## config.mk

```make
export PLATFORM = sky130hd
export DESIGN_NAME = apb_resp_stub
export DESIGN_NICKNAME = d
export VERILOG_FILES = /design/src/rtl/apb_resp_stub_pkg.sv /design/src/rtl/apb_resp_stub_chan.sv /design/src/rtl/apb_resp_stub.sv
export SDC_FILE = /design/constraint.sdc
export NUM_CORES = 1
export LEC_CHECK = 0
export ABC_AREA = 1
export CAP_MARGIN = 40
export CORE_ASPECT_RATIO = 0.7
export CORE_UTILIZATION = 58
export DETAILED_ROUTE_END_ITERATION = 6
export DONT_BUFFER_PORTS = 1
export PLACE_DENSITY = 0.85
export RECOVER_POWER = 100
export SLEW_MARGIN = 20
export SYNTH_ARGS = -nofsm -noshare
export SYNTH_HDL_FRONTEND = slang
export SYNTH_SLANG_ARGS = --single-unit
export TNS_END_PERCENT = 10
```

## constraint.sdc

```tcl
create_clock -name clk_i -period 1.8 [get_ports clk_i]
set_input_delay 0 -clock clk_i [delete_from_list [all_inputs] [get_ports clk_i]]
set_output_delay 0 -clock clk_i [all_outputs]
set_load 0.02 [all_outputs]
```

## src/rtl/apb_resp_stub_pkg.sv

```systemverilog
// ============================================================================
// Module : apb_resp_stub_pkg
// Brief  : Shared types, widths and address helper for the APB response stub.
// Rev    : 1.0
// ============================================================================
`default_nettype none

package apb_resp_stub_pkg;

    typedef enum logic [1:0] {
        IDLE   = 2'd0,
        SETUP  = 2'd1,
        ACCESS = 2'd2
    } state_e;

    localparam int unsigned c_WAIT_CNT_WIDTH = 4;
    localparam int unsigned c_XFER_CNT_WIDTH = 16;

    // Full-width word index so out-of-range addresses never alias into the file.
    function automatic logic [63:0] word_index(input logic [63:0] paddr,
                                               input int unsigned data_width);
        return paddr >> $clog2(data_width / 8);
    endfunction

endpackage

`default_nettype wire

```

## src/rtl/apb_resp_stub_chan.sv

```systemverilog
// ============================================================================
// Module : apb_resp_stub_chan
// Brief  : One APB completer: FSM, wait counter, register file, decode and
//          saturating transfer counter.
// Rev    : 1.0
// ============================================================================
`default_nettype none

module apb_resp_stub_chan
    import apb_resp_stub_pkg::*;
#(
    parameter int unsigned          ADDR_WIDTH    = 32,
    parameter int unsigned          DATA_WIDTH    = 32,
    parameter int unsigned          NR_REGS       = 8,
    parameter int unsigned          WAIT_CYCLES   = 0,
    parameter logic [DATA_WIDTH-1:0] REG_RESET_VAL = '0
) (
    input  logic                        clk_i,
    input  logic                        rst_ni,
    input  logic                        psel_i,
    input  logic                        penable_i,
    input  logic                        pwrite_i,
    input  logic [ADDR_WIDTH-1:0]       paddr_i,
    input  logic [DATA_WIDTH-1:0]       pwdata_i,
    input  logic [DATA_WIDTH/8-1:0]     pstrb_i,
    output logic [DATA_WIDTH-1:0]       prdata_o,
    output logic                        pready_o,
    output logic                        pslverr_o,
    output logic [c_XFER_CNT_WIDTH-1:0] xfer_cnt_o
);

    localparam int unsigned c_IDX_W = $clog2(NR_REGS);
    localparam logic [c_WAIT_CNT_WIDTH-1:0] c_WAIT = c_WAIT_CNT_WIDTH'(WAIT_CYCLES);
    localparam logic [c_XFER_CNT_WIDTH-1:0] c_XFER_MAX = '1;

    state_e                        r_state;
    logic [c_WAIT_CNT_WIDTH-1:0]   r_wait_cnt;
    logic [c_XFER_CNT_WIDTH-1:0]   r_xfer_cnt;
    logic [DATA_WIDTH-1:0]         r_regs [NR_REGS];

    logic [63:0]                   w_idx_full;
    logic [c_IDX_W-1:0]            w_idx;
    logic                          w_oor;
    logic                          w_ready;

    assign w_idx_full = word_index(64'(paddr_i), DATA_WIDTH);
    assign w_idx      = w_idx_full[c_IDX_W-1:0];
    assign w_oor      = (w_idx_full >= 64'(NR_REGS));
    assign w_ready    = (r_state == ACCESS) && (r_wait_cnt == c_WAIT);

    assign pready_o   = w_ready;
    assign pslverr_o  = w_ready && w_oor;
    assign prdata_o   = (w_ready && !w_oor) ? r_regs[w_idx] : '0;
    assign xfer_cnt_o = r_xfer_cnt;

    always_ff @(posedge clk_i or negedge rst_ni) begin
        if (!rst_ni) begin
            r_state    <= IDLE;
            r_wait_cnt <= '0;
            r_xfer_cnt <= '0;
            for (int i = 0; i < int'(NR_REGS); i++) begin
                r_regs[i] <= REG_RESET_VAL;
            end
        end else begin
            unique case (r_state)
                IDLE: begin
                    // Enable without a prior setup phase is ignored entirely.
                    if (psel_i && !penable_i) begin
                        r_state <= SETUP;
                    end
                end
                SETUP: begin
                    if (!psel_i) begin
                        r_state <= IDLE;
                    end else if (penable_i) begin
                        r_state <= ACCESS;
                    end
                end
                ACCESS: begin
                    if (!psel_i) begin
                        r_state    <= IDLE;
                        r_wait_cnt <= '0;
                    end else if (w_ready) begin
                        r_state    <= penable_i ? IDLE : SETUP;
                        r_wait_cnt <= '0;
                        if (r_xfer_cnt != c_XFER_MAX) begin
                            r_xfer_cnt <= r_xfer_cnt + 1'b1;
                        end
                        if (pwrite_i && !w_oor) begin
                            for (int b = 0; b < int'(DATA_WIDTH / 8); b++) begin
                                if (pstrb_i[b]) begin
                                    r_regs[w_idx][8*b +: 8] <= pwdata_i[8*b +: 8];
                                end
                            end
                        end
                    end else begin
                        r_wait_cnt <= r_wait_cnt + 1'b1;
                    end
                end
                default: begin
                    r_state    <= IDLE;
                    r_wait_cnt <= '0;
                end
            endcase
        end
    end

endmodule

`default_nettype wire

```

## src/rtl/apb_resp_stub.sv

```systemverilog
// ============================================================================
// Module : apb_resp_stub
// Brief  : Multi-channel APB completer stub; independent channels share one
//          request bus and respond on their own output slices.
// Rev    : 1.0
// ============================================================================
`default_nettype none

module apb_resp_stub
    import apb_resp_stub_pkg::*;
#(
    parameter int unsigned           NR_CHANNELS   = 1,
    parameter int unsigned           ADDR_WIDTH    = 32,
    parameter int unsigned           DATA_WIDTH    = 32,
    parameter int unsigned           NR_REGS       = 8,
    parameter int unsigned           WAIT_CYCLES   = 0,
    parameter logic [DATA_WIDTH-1:0] REG_RESET_VAL = '0
) (
    input  logic                                     clk_i,
    input  logic                                     rst_ni,
    input  logic [NR_CHANNELS-1:0]                   psel_i,
    input  logic                                     penable_i,
    input  logic                                     pwrite_i,
    input  logic [ADDR_WIDTH-1:0]                    paddr_i,
    input  logic [DATA_WIDTH-1:0]                    pwdata_i,
    input  logic [DATA_WIDTH/8-1:0]                  pstrb_i,
    output logic [NR_CHANNELS*DATA_WIDTH-1:0]        prdata_o,
    output logic [NR_CHANNELS-1:0]                   pready_o,
    output logic [NR_CHANNELS-1:0]                   pslverr_o,
    output logic [NR_CHANNELS*c_XFER_CNT_WIDTH-1:0]  xfer_cnt_o
);

    for (genvar c = 0; c < int'(NR_CHANNELS); c++) begin : g_chan
        apb_resp_stub_chan #(
            .ADDR_WIDTH    (ADDR_WIDTH),
            .DATA_WIDTH    (DATA_WIDTH),
            .NR_REGS       (NR_REGS),
            .WAIT_CYCLES   (WAIT_CYCLES),
            .REG_RESET_VAL (REG_RESET_VAL)
        ) u_chan (
            .clk_i      (clk_i),
            .rst_ni     (rst_ni),
            .psel_i     (psel_i[c]),
            .penable_i  (penable_i),
            .pwrite_i   (pwrite_i),
            .paddr_i    (paddr_i),
            .pwdata_i   (pwdata_i),
            .pstrb_i    (pstrb_i),
            .prdata_o   (prdata_o[c*DATA_WIDTH +: DATA_WIDTH]),
            .pready_o   (pready_o[c]),
            .pslverr_o  (pslverr_o[c]),
            .xfer_cnt_o (xfer_cnt_o[c*c_XFER_CNT_WIDTH +: c_XFER_CNT_WIDTH])
        );
    end

endmodule

`default_nettype wire

```

**Word-level counts from Yosys, hierarchy flattened**

Cells that the tools add are included.

- Flip-flop bits (word level): 278
- Bits of input ports: 73
- Output and inout port bits: 50

- Add/sub/neg operators: 2
- $lt $le $gt $ge: 3
- Eq/ne operators: 6
- Muxes and demuxes: 42
- Bitwise logic cells: 1
- Reductions and logical operators: 14

Operators by type and width:

| operator | count |
|---|---|
| 256-bit 2-to-1 mux | 16 |
| 256-bit bitwise mux | 4 |
| 32-bit demux with 3-bit select | 4 |
| 32-bit 2-to-1 mux | 4 |
| 32-bit binary-select mux with 3-bit select | 1 |
| 30-bit by 4-bit greater-or-equal comparator with 1-bit output, second input constant | 1 |
| 24-bit 2-to-1 mux | 1 |
| 16-bit by 1-bit adder with 16-bit output, second input constant | 1 |
| 16-bit 2-to-1 mux | 1 |
| 16-bit != test, second input constant | 1 |
| 2-bit 2-to-1 mux | 5 |
| 4-bit 2-to-1 mux | 2 |
| 8-bit 2-to-1 mux | 1 |
| 4-bit case mux with 2 select lines | 1 |
| 4-bit AND reduction | 2 |
| 1-bit logical AND | 6 |
| 2-bit case mux with 3 select lines | 1 |
| 4-bit by 1-bit adder with 4-bit output, second input constant | 1 |
| 4-bit greater-or-equal comparator, second input constant | 1 |
| 4-bit logical NOT | 1 |
| 4-bit by 1-bit < comparator with 1-bit output, second input constant | 1 |
| 3-bit inverter with 4-bit output | 1 |
| 3-bit by 2-bit != test with 1-bit output, second input constant | 1 |
| 3-bit != test, second input constant | 1 |
| other kinds (8) | 9 |

**Depth between registers and ports, before layout**

- Depth in word-level cells: 25
- Gate-level depth with buffers: 11
- Gate-level depth less buffers: 9

**Least setup slack after synthesis**

OpenSTA, ideal clock, no wires.

- Path kind: register to register
- From: register g_chan[0].u_chan.r_xfer_cnt[0]
- To: register g_chan[0].u_chan.r_xfer_cnt[15]
- Library setup time: 0.120 ns
- Data arrival time: 1.722 ns
- Setup slack: -0.043 ns
- Cell stages (with the launch flop): 10
- Buffers on the path: 1
- Period minus slack after synthesis: 1.843 ns
- Cell sequence: dfrtp_1 -> ha_1 -> nand3_2 -> nor2_4 -> nand4_1 -> o21ai_2 -> inv_2 -> buf_2 -> o21ai_1 -> nand2_1

- Cells in the longest elaborated chain, start to end: 2
- Elaborated cells between the ends (all ways): 3

Ends and longest elaborated chain:

| item | RTL line | RTL |
|---|---|---|
| from (decl) | apb_resp_stub_chan.sv:38 | `logic [c_XFER_CNT_WIDTH-1:0] r_xfer_cnt;` |
| from (signal assigned) | apb_resp_stub_chan.sv:87 | `r_xfer_cnt <= r_xfer_cnt + 1'b1;` |
| parallel branches: the longest is 2 deep, another holds 16-bit by 1-bit adder with 16-bit output | n/a |  |

Parallel ways; which one is timed is not known.
A chain may end at the register's enable or synchronous reset.

**Worst setup path in the final report**

- From: register g_chan[0].u_chan.r_wait_cnt[0]
- To: output prdata_o[18]

- Cells in the longest elaborated chain, start to end: 4

Ends and longest elaborated chain:

| item | RTL line | RTL |
|---|---|---|
| from (decl) | apb_resp_stub_chan.sv:37 | `logic [c_WAIT_CNT_WIDTH-1:0] r_wait_cnt;` |
| from (signal assigned) | apb_resp_stub_chan.sv:97 | `r_wait_cnt <= r_wait_cnt + 1'b1;` |
| 4-bit logical NOT | apb_resp_stub_chan.sv:49 | `assign w_ready = (r_state == ACCESS) && (r_wait_cnt == c_WAIT);` |
| 1-bit logical AND | apb_resp_stub_chan.sv:49 |  |
| 1-bit logical AND | apb_resp_stub_chan.sv:53 | `assign prdata_o = (w_ready && !w_oor) ? r_regs[w_idx] : '0;` |
| 32-bit 2-to-1 mux | apb_resp_stub_chan.sv:53 |  |
| to (decl) | apb_resp_stub.sv:27 | `output logic [NR_CHANNELS*DATA_WIDTH-1:0] prdata_o,` |

No other way between the ends.

==> flow_metrics.tcl <==
set metrics [dict create \
    pin_count 123 \
    die_w_um 191 \
    first_pass_iters 6 \
    layout_commonest_cell "nand2_1" \
    syn-num-nets 1785 \
    setup_violations 284 \
    wl_mm 45.7 \
    vdd_drop_max_mv 0.739 \
    critPathKind "reg2out" \
    portBuffers 0 \
    numClockSinks 278 \
    startpoint_type "flip-flop" \
    grt_pass1_vias 13400 \
    worstPathArrival_ns 2.06 \
    finalClockSkew_ns 0.0124 \
    r2r_start "g_chan[0].u_chan.r_wait_cnt[0]$_DFFE_PN0N_" \
    dr.first_iter.drc_count 1872 \
    hold_buffers 55 \
    dp_hpwl_mm 26.7 \
    die_area_um2 25600 \
    critical_path_required_ns 1.80 \
    initial_core_util_pct 60.1 \
    drv_cap 0 \
    insertion_delay_ns 0.54 \
    relSlewSlack_pct 46.7 \
    fmax_mhz 485 \
    cts_tree "built" \
    core_area_um2 24100 \
    ys_ff_latch 278 \
    worst_slack_ns -0.262 \
    most-common-layout-cells "593 x nand2_1, 276 x dfrtp_1, 265 x nand4_1" \
    syn_inst 1709 \
    ys_warn_count 0 \
    dpl-instance-area_um2 15200 \
    grt_pass1_wl_mm 72.0 \
    ys_types 40 \
    reg2reg_slack_ns -0.23 \
    status "finished, violations left" \
    grt-ovfl-total 0 \
    ant_nets 0 \
    hold_ws_ns -0.829 \
    grtUsageTotal_pct 35.6 \
    via_per_inst 6.56 \
    grt_max_degree 279 \
    clk_pin_slew_ns 0.06 \
    hold_violations 278 \
    post-route-min-period_ns 2.06 \
    area_delta_synth_final_pct 18.9 \
    min_period_over_period_pct 115 \
    crit_start "g_chan[0].u_chan.r_wait_cnt[0]$_DFFE_PN0N_" \
    violations "hold timing, setup timing" \
    antenna_found_initial 0 \
    drive_above_1_share_pct 14.9 \
    crit_path_max_fanout 8 \
    leakage_nw 8.85 \
    syn_area_per_cell_um2 8.46 \
    nets 1853 \
    syn_area_um2 14500 \
    drc 0 \
    rsz0062_at_grt "yes" \
    hold_path.class "in2async" \
    worst_slew_pin_slew_ns 0.799 \
    cts_max_level 1 \
    vias 13900 \
    clk_path_buf_depth 3 \
    cts_root_buf "clkbuf_16" \
    gp_congestion 0.867 \
    wl_per_cell_um 21.6 \
    finish.instance_area_um2 17200 \
    endpoint_kind "output pin" \
    power_density_nw_per_um2 807 \
    row_count 47 \
    yosysSeqAreaShare_pct 48.1 \
    drv_slew 0 \
    numCtsBuffers 27 \
    die_h_um 134 \
]
==> critical path, stage by stage (launching register included) <==
cell	delay, ns
dfrtp_1	0.39
inv_2	0.08
ha_4	0.14
nand2_4	0.04
buf_6	0.12
nor2_4	0.11
nand2_4	0.14
buf_12	0.22
a21oi_4	0.14
buf_6	0.13
==> cell type report <==
type	instances	area [µm²]
fill	1656	6850
clock buffer	39	761
antenna	1	2.50
clock inverter	9	126
multi-input combinational	1229	6700
sequential	278	6960
tap	318	398
timing repair buffer	191	2070
inverter	50	188
==> routing by layer <==
layer | GRT usage [%] | share of wire, % | up-vias
met3 | 9.13 | 14 | 173
met2 | 53.7 | 45 | 1090
met4 | 11.8 | 3.4 | 0
met5 | 0 | 0 | -
li1 | - | - | 6044
met1 | 50.1 | 38 | 6568
==> final timing paths <==
path                                                             to  cells after the start
min in group clk_i         g_chan[0].u_chan.r_regs[216]$_DFFE_PN0P_                      6
setup / recovery                                       prdata_o[18]                      9
max in group asynchronous    g_chan[0].u_chan.r_regs[0]$_DFFE_PN0P_                      0
setup reg to reg           g_chan[0].u_chan.r_regs[207]$_DFFE_PN0P_                     12
hold / removal              g_chan[0].u_chan.r_regs[72]$_DFFE_PN0P_                      0
hold reg to reg            g_chan[0].u_chan.r_regs[108]$_DFFE_PN0P_                      2
==> report_power, final <==
group	switching (mW)	leakage, nW	internal (mW)
clock	2.48	0.434	3.36
combinational	1.03	4.55	0.591
sequential	0.107	3.87	6.33
==> logic make-up after synthesis <==
group,synth area share [%]
adders and majority gates,0.260
and+or+nand+nor,37.0
DFF,48.1
buffers and inverters,7.71
xor gates and xnor gates,0.908
AOI/OAI and AO/OA,6.06
==> what timing repair did <==
| item | in CTS | in global routing |
|---|---|---|
| endpoints found under the hold margin | 538 | 278 |
| setup endpoints to repair | 178 | 290 |
| pin swaps | 37 | 35 |
| buffers inserted | 4 | 3 |
| cloned | 2 | 0 |
| resized for setup | 110 | 18 |
==> through the flow <==
| stage | setup TNS [ns] | cells | total power [mW] | util [%] | setup WS [ns] |
|---|---|---|---|---|---|
| after floorplan | 0 | 1709 | 7.34 | - | 0.00425 |
| after global placement | 0 | 2003 | 7.55 | 63.1 | 0.0499 |
| after detailed placement | -0.219 | 2003 | 7.59 | 63.1 | -0.0313 |
| after CTS | -8.41 | 2112 | 13.8 | 71.5 | -0.323 |
| after global routing | -65.12 | 2114 | 14.2 | 71.5 | -0.305 |
| final | -39.00 | 2115 | 13.9 | 71.5 | -0.262 |
==> cell usage after synthesis, drive strengths merged <==
master / count / share of area [%]
nand2: 600 / 16
nand4: 295 / 16
dfrtp: 278 / 48
nor2: 150 / 4.2
clkbuf: 96 / 2.8
o22ai: 92 / 4.0
buf: 56 / 3.6
inv: 50 / 1.3
nand3: 16 / 0.59
o211ai: 14 / 0.73
nor3: 12 / 0.49
o22a: 10 / 0.61
xnor2: 9 / 0.55
o21ai: 8 / 0.30
xor2: 6 / 0.36
a21oi: 3 / 0.10
ha: 3 / 0.26
a22oi: 2 / 0.10
nand3b: 2 / 0.10
o41ai: 2 / 0.12
and2: 1 / 0.043
nor4: 1 / 0.043
o21a: 1 / 0.052
o2bb2ai: 1 / 0.061
or2: 1 / 0.043
==> flip-flops by register name, indices dropped and copies added (netlist names) <==
register and count:
g_chan.u_chan.r_regs 256, g_chan.u_chan.r_wait_cnt 4, g_chan.u_chan.xfer_cnt_o 16, g_chan.u_chan.r_state 2
Power figures use the tool's default switching activity.
